**src/rtl/hdp_sram_pkg.sv**
```systemverilog
// Shared constants and transaction types for the 32x2048 SRAM port-0 front-end.
package hdp_sram_pkg;

  localparam int SRAM_ADDR_W = 11;
  localparam int SRAM_DATA_W = 32;
  localparam int SRAM_NMASK  = 4;

  localparam logic CSB_IDLE = 1'b1;
  localparam logic WEB_IDLE = 1'b1;

  typedef struct packed {
    logic                   we;
    logic [SRAM_ADDR_W-1:0] addr;
    logic [SRAM_DATA_W-1:0] wdata;
    logic [SRAM_NMASK-1:0]  wstrb;
  } sram_req_t;

  typedef struct packed {
    logic [SRAM_DATA_W-1:0] rdata;
    logic                   err;
  } sram_rsp_t;

endpackage

```
**src/rtl/hdp_pipe_stage.sv**
```systemverilog
// Single valid/ready register slice; the payload is loaded only when a beat is accepted.
module hdp_pipe_stage #(
  parameter int W = 8
) (
  input  logic         clk,
  input  logic         rst,
  input  logic         in_valid,
  output logic         in_ready,
  input  logic [W-1:0] in_data,
  output logic         out_valid,
  input  logic         out_ready,
  output logic [W-1:0] out_data
);

  assign in_ready = !out_valid || out_ready;

  always_ff @(posedge clk) begin
    if (rst) begin
      out_valid <= 1'b0;
      out_data  <= '0;
    end else if (in_ready) begin
      out_valid <= in_valid;
      if (in_valid) out_data <= in_data;
    end
  end

endmodule

```
**src/rtl/hdp_sram_port0_ctrl.sv**
```systemverilog
// Port-0 front-end of the 32x2048 SRAM macro: registered one-cycle strobe stage (S1)
// followed by a response register slice (S2), two cycles from accept to response.
module hdp_sram_port0_ctrl
  import hdp_sram_pkg::*;
#(
  parameter int ADDR_WIDTH = SRAM_ADDR_W,
  parameter int DATA_WIDTH = SRAM_DATA_W,
  parameter int NUM_WMASKS = SRAM_NMASK
) (
  input  logic                  clk,
  input  logic                  rst,
  input  logic                  req_valid,
  output logic                  req_ready,
  input  logic                  req_we,
  input  logic [ADDR_WIDTH+1:0] req_addr,
  input  logic [DATA_WIDTH-1:0] req_wdata,
  input  logic [NUM_WMASKS-1:0] req_wstrb,
  output logic                  rsp_valid,
  input  logic                  rsp_ready,
  output logic [DATA_WIDTH-1:0] rsp_rdata,
  output logic                  rsp_err,
  output logic                  sram_csb0,
  output logic                  sram_web0,
  output logic [NUM_WMASKS-1:0] sram_wmask0,
  output logic [ADDR_WIDTH-1:0] sram_addr0,
  output logic [DATA_WIDTH-1:0] sram_din0,
  input  logic [DATA_WIDTH-1:0] sram_dout0
);

  sram_req_t req_c;
  sram_rsp_t rsp_p1, rsp_p2;
  logic      misaligned;
  logic      vld_p1, we_p1, err_p1;
  logic      rdy_p2;
  logic      req_fire;

  assign req_c.we    = req_we;
  assign req_c.addr  = req_addr[ADDR_WIDTH+1:2];
  assign req_c.wdata = req_wdata;
  assign req_c.wstrb = req_wstrb;
  assign misaligned  = |req_addr[1:0];

  assign req_ready = !rst && (!vld_p1 || rdy_p2);
  assign req_fire  = req_valid && req_ready;

  // Stage S1: strobe registers drive the macro for exactly one cycle per accepted request
  always_ff @(posedge clk) begin
    if (rst) begin
      vld_p1      <= 1'b0;
      we_p1       <= 1'b0;
      err_p1      <= 1'b0;
      sram_csb0   <= CSB_IDLE;
      sram_web0   <= WEB_IDLE;
      sram_wmask0 <= '0;
      sram_addr0  <= '0;
      sram_din0   <= '0;
    end else if (req_fire) begin
      vld_p1      <= 1'b1;
      we_p1       <= req_c.we;
      err_p1      <= misaligned;
      sram_csb0   <= misaligned ? CSB_IDLE : 1'b0;
      sram_web0   <= (misaligned || !req_c.we) ? WEB_IDLE : 1'b0;
      sram_wmask0 <= (req_c.we && !misaligned) ? req_c.wstrb : '0;
      sram_addr0  <= req_c.addr;
      sram_din0   <= req_c.wdata;
    end else begin
      if (rdy_p2) vld_p1 <= 1'b0;
      sram_csb0   <= CSB_IDLE;
      sram_web0   <= WEB_IDLE;
      sram_wmask0 <= '0;
    end
  end

  // dout0 stays stable through an S1 stall since no other port-0 read is issued meanwhile
  assign rsp_p1.rdata = (we_p1 || err_p1) ? '0 : sram_dout0;
  assign rsp_p1.err   = err_p1;

  // Stage S2: response register
  hdp_pipe_stage #(
    .W($bits(sram_rsp_t))
  ) u_rsp_p2 (
    .clk      (clk),
    .rst      (rst),
    .in_valid (vld_p1),
    .in_ready (rdy_p2),
    .in_data  (rsp_p1),
    .out_valid(rsp_valid),
    .out_ready(rsp_ready),
    .out_data (rsp_p2)
  );

  assign rsp_rdata = rsp_p2.rdata;
  assign rsp_err   = rsp_p2.err;

endmodule

```
**config.mk**
```make
export PLATFORM = sky130hd
export DESIGN_NAME = hdp_sram_port0_ctrl
export DESIGN_NICKNAME = d
export VERILOG_FILES = /design/src/rtl/hdp_sram_pkg.sv /design/src/rtl/hdp_pipe_stage.sv /design/src/rtl/hdp_sram_port0_ctrl.sv
export SDC_FILE = /design/constraint.sdc
export NUM_CORES = 1
export LEC_CHECK = 0
export CAP_MARGIN = 40
export CORE_MARGIN = 10
export CORE_UTILIZATION = 44
export DETAILED_ROUTE_END_ITERATION = 8
export PLACE_DENSITY = 0.85
export SLEW_MARGIN = 20
export SYNTH_ARGS = -nofsm -noshare
export SYNTH_HDL_FRONTEND = slang
export SYNTH_SLANG_ARGS = --single-unit
```
**constraint.sdc**
```tcl
create_clock -name clk -period 3.1 [get_ports clk]
set_clock_uncertainty 0.05 [all_clocks]
set_input_delay 0.62 -clock clk [delete_from_list [all_inputs] [get_ports clk]]
set_output_delay 0.62 -clock clk [all_outputs]
set_load 0.01 [all_outputs]
```
Word level (Yosys, flattened, before mapping)

Cells that the tools add are included.

Mux-type cells: 5
Add/subtract/negate cells: 0
Shifts and indexed selects: 0
Eq/ne operators: 0
Div/mod/pow operators: 0
Bitwise operators: 2
Multiply operators: 0
Magnitude comparators: 0
Reduce and logical (&&, ||, !) cells: 17

Operators with widths:

| kind                | number |
|---|---|
| two-way mux 32 bit  | 1 |
| logical NOT 1 bit   | 5 |
| logical OR 1 bit    | 4 |
| two-way mux 1 bit   | 4 |
| OR reduction 2 bit  | 2 |
| logical AND 1 bit   | 3 |
| OR reduction 3 bit  | 1 |
| inverter 1 bit      | 2 |
| AND reduction 2 bit | 1 |
| nonzero test 2 bit  | 1 |

Bits of input ports: 86
Register bits after elaboration: 86
Memories: 0
Memory bits (read-only): 0
Latch bits: 0
Output and inout bits: 84
Memory bits (writable): 0

Depth between registers and ports, before layout

Depth after elaboration: 7
Depth in mapped cells: 5
Gate-level depth less buffers: 3

Cells and area by module

From an unflattened synthesis, not the netlist that was laid out.

Cells, all modules: 356
Area total of the unflattened synthesis: 4000.1 um^2

Modules (own cells, without submodules):

| module              | sequential area each (um^2) | cells each | times used | area each (um^2) |
|---|---|---|---|---|
| hdp_sram_port0_ctrl | 1041.0                      | 201        | 1          | 2378.5 |
| hdp_pipe_stage      | 680.7                       | 155        | 1          | 1621.6 |

Worst setup path before layout

No wires, ideal clock.

Path kind: input port to output port
From: input port rst
To: output port req_ready
Required time: 2.430 ns
Slack: 1.125 ns
Buffers on the path: 3
Cell stages on the path: 4
Data arrival time: 1.305 ns
Cell sequence: buf_6 > buf_2 > clkbuf_1 > a21oi_1

Word-level cells in the longest chain between the ends: 2

RTL lines:

| item              | line                      | RTL |
|---|---|---|
| from (decl)       | hdp_sram_port0_ctrl.sv:11 | `input logic rst,` |
| logical NOT 1 bit | hdp_sram_port0_ctrl.sv:43 | `assign req_ready = !rst && (!vld_p1 \|\| rdy_p2);` |
| logical AND 1 bit | hdp_sram_port0_ctrl.sv:43 |  |
| to (decl)         | hdp_sram_port0_ctrl.sv:13 | `output logic req_ready,` |

Every way passes these cells.

Worst setup path in the final report

From: input port rsp_ready
To: output port req_ready

Word-level cells in the longest chain between the ends: 3

RTL lines:

| item              | line                      | RTL |
|---|---|---|
| from (decl)       | hdp_sram_port0_ctrl.sv:19 | `input logic rsp_ready,` |
| logical OR 1 bit  | hdp_pipe_stage.sv:15      | `assign in_ready = !out_valid \|\| out_ready;` |
| logical OR 1 bit  | hdp_sram_port0_ctrl.sv:43 |  |
| logical AND 1 bit | hdp_sram_port0_ctrl.sv:43 |  |

Every way passes these cells.

==> metrics.csv <==
metric;value;unit
outcome;complete, no violations;
ys async rst share;0;%
largest area contributor in the netlist;dfxtp_1;
diode count;0;
fraction of power spent switching nets;23.6;%
synth cell count leaders;86 x dfxtp_1, 39 x mux2_4, 37 x a21oi_1;
Max-slew headroom;49.4;%
EDFF count, synth;0;
final cycle utilization of the critical path;90.5;%
Worst Tran Pin Value;0.759;ns
routed wire length;10.7;mm
Max Slew Vio Count;0;
Vias/cell;5.14;
worst endpoint data arrival time;2.14;ns
synth top area cells;dfxtp_1 49%, mux2_4 17%, and2b_1 6.2%;
design area;5460;um^2
Clock Tree Root;clkbuf_8;
Post-Syn Area;3510;um^2
Fin Hold WS;0.426;ns
initial antenna violation count;1;
Num CTS Buffers;9;
post-synth net total;411;
maximum VDD drop;0.000263;V
sw power;0.594;mW
# rows;32;
CTS Sinks;86;
Sequential Power Share;47.8;%
core area;7730;um^2
routability congestion estimate;0.842;
post-route ant nets;0;
main flop type after synthesis;dfxtp_1;
flops & latches, synth;86;
Crit path required time;2.43;ns
first-pass GRT wire length;16.4;mm
Worst setup EP type;output port;
Yosys top cell area share;49.0;%
vias in the first global route;3136;
hpwl dp;7.85;mm
DR iter-0 viols;97;
# resized after CTS;0;
FF-to-FF setup slack;0.95;ns
Final TNS setup;0;ns
Pleak;2.23;nW
mean routed wirelength per cell;18.2;um
pre-CTS WS;0.305;ns
final hold vios;0;
# setup viols final;0;
CTS tree;built;
die width;109;um
final setup margin;0.293;ns
Worst Hold Class;flip-flop to flip-flop;
H-Tree Depth;3;
DIE HEIGHT;109;um
FMAX;356;MHz
die area;12000;um^2
Cell Pwr Density;462;nW/um^2
GRT overflow;0;
Setup Buffers After CTS;0;
Port-buffer cells;169;
Post-DP Area;5230;um^2
vias;3015;
yosys warns;0;
clock network power share;32.9;%
drt first pass iters;4;
Mean Syn Cell Area;10.8;um^2
starting density of the core;45.4;%
Clk Latency, worst-skew pair;0.33;ns
Hold Buf Count CTS;0;
Worst-path clk slew;0.08;ns
Area Overhead vs Synth;55.5;%
cell count after synthesis;325;
Crit Path Category;primary input to output port;
top-count cell post-synth;dfxtp_1;
Tot GR Track Use;17.3;%
post-layout net count;567;
I/O pin cnt;170;
pin count of the biggest net entering global routing;81;
clock buffer depth;2;
Period minus WS final;2.81;ns
Logic pwr share;19.3;%
filler cell count;574;
sequential-to-total area share from yosys stat;49.0;%
CP startpoint kind;primary input;
DRC Markers;0;
number of max-cap violations;0;
unrepaired setup endpoints after global routing;no;
Cell Int Power;1.93;mW
total power;2.52;mW
CP Max Fanout;3;
layout cells sized above 1;14.2;%
Yosys cell types;25;
==> layout by cell type (no fill, tap or decap), types with 2 or more instances in the layout <==
cell type,count
nor2b_1,16
dfxtp_1,86
and2b_1,29
clkdlybuf4s50_1,168
clkbuf_1,2
buf_12,2
mux2_2,5
o21ai_0,30
inv_1,3
o21ai_1,3
nand2b_1,2
nand4_1,32
and3_1,5
mux2_4,39
clkbuf_8,9
bufinv_16,2
a21oi_1,37
buf_4,4
==> state kept, by name, summed over array words and instances, names as in the netlist <==
signal / count
vld_p1: 1
sram_wmask0: 4
err_p1: 1
we_p1: 1
sram_din0: 32
sram_addr0: 11
u_rsp_p2.out_valid: 1
sram_csb0: 1
sram_web0: 1
u_rsp_p2.out_data: 33
==> cell type report <==
class	count	area (um^2)	area share (%)
Tap cell	102	128	2.34
Multi-Input combinational cell	205	1610	29.5
Timing Repair Buffer	176	1780	32.7
Sequential cell	86	1720	31.5
Clock buffer	11	131	2.41
Inverter	3	11.3	0.206
Clock inverter	4	72.6	1.33
==> power by group through the flow <==
stage,Sequential (mW),Combinational [mW],Clock (mW)
detailed placement,1.23,0.486,0
CTS,1.20,0.487,0.849
global route,1.21,0.522,0.895
finish,1.20,0.486,0.829
floorplan,1.25,0.188,0
global placement,1.23,0.476,0
==> layer usage <==
| metal | share of wire, % | GRT usage [%] | vias up |
|---|---|---|---|
| li1 | - | - | 1448 |
| met1 | 38 | 19.6 | 1405 |
| met2 | 46 | 26.7 | 152 |
| met3 | 15 | 10.8 | 10 |
| met4 | 1.2 | 5.30 | 0 |
| met5 | 0 | 0 | - |
==> cells by family (layout without fill, tap and decap cells) <==
| logic type | count (synthesis) | count (layout) | share of synthesized area, % |
|---|---|---|---|
| and+or+nand+nor | 91 | 91 | 17.6 |
| DFF | 86 | 86 | 49.0 |
| AOI/OAI and AO/OA | 70 | 70 | 9.98 |
| muxes | 44 | 44 | 18.3 |
| buffers and inverters | 34 | 194 | 5.13 |
==> path summary, 6_finish.rpt <==
check | start | to | cells after the start
min reg2reg | u_rsp_p2.out_data[0]$_SDFFE_PP0P_ | u_rsp_p2.out_data[0]$_SDFFE_PP0P_ | 2
max reg2reg | vld_p1$_SDFFE_PP0P_ | sram_din0[24]$_SDFFE_PP0P_ | 5
max | rsp_ready | req_ready | 4
min | u_rsp_p2.out_data[0]$_SDFFE_PP0P_ | u_rsp_p2.out_data[0]$_SDFFE_PP0P_ | 2
==> worst max-delay path, cell delays in order <==
cell             delay (ns)
clkdlybuf4s50_1        0.49
and2b_1                0.20
a21oi_1                0.24
clkdlybuf4s50_1        0.59
==> through the flow <==
stage	cells	util, %
detailed placement	571	67.6
global route	587	70.6
finish	587	70.6
CTS	586	70.3
floorplan	325	-
global placement	571	67.6
Note: power is estimated with default switching activity, not from simulation.
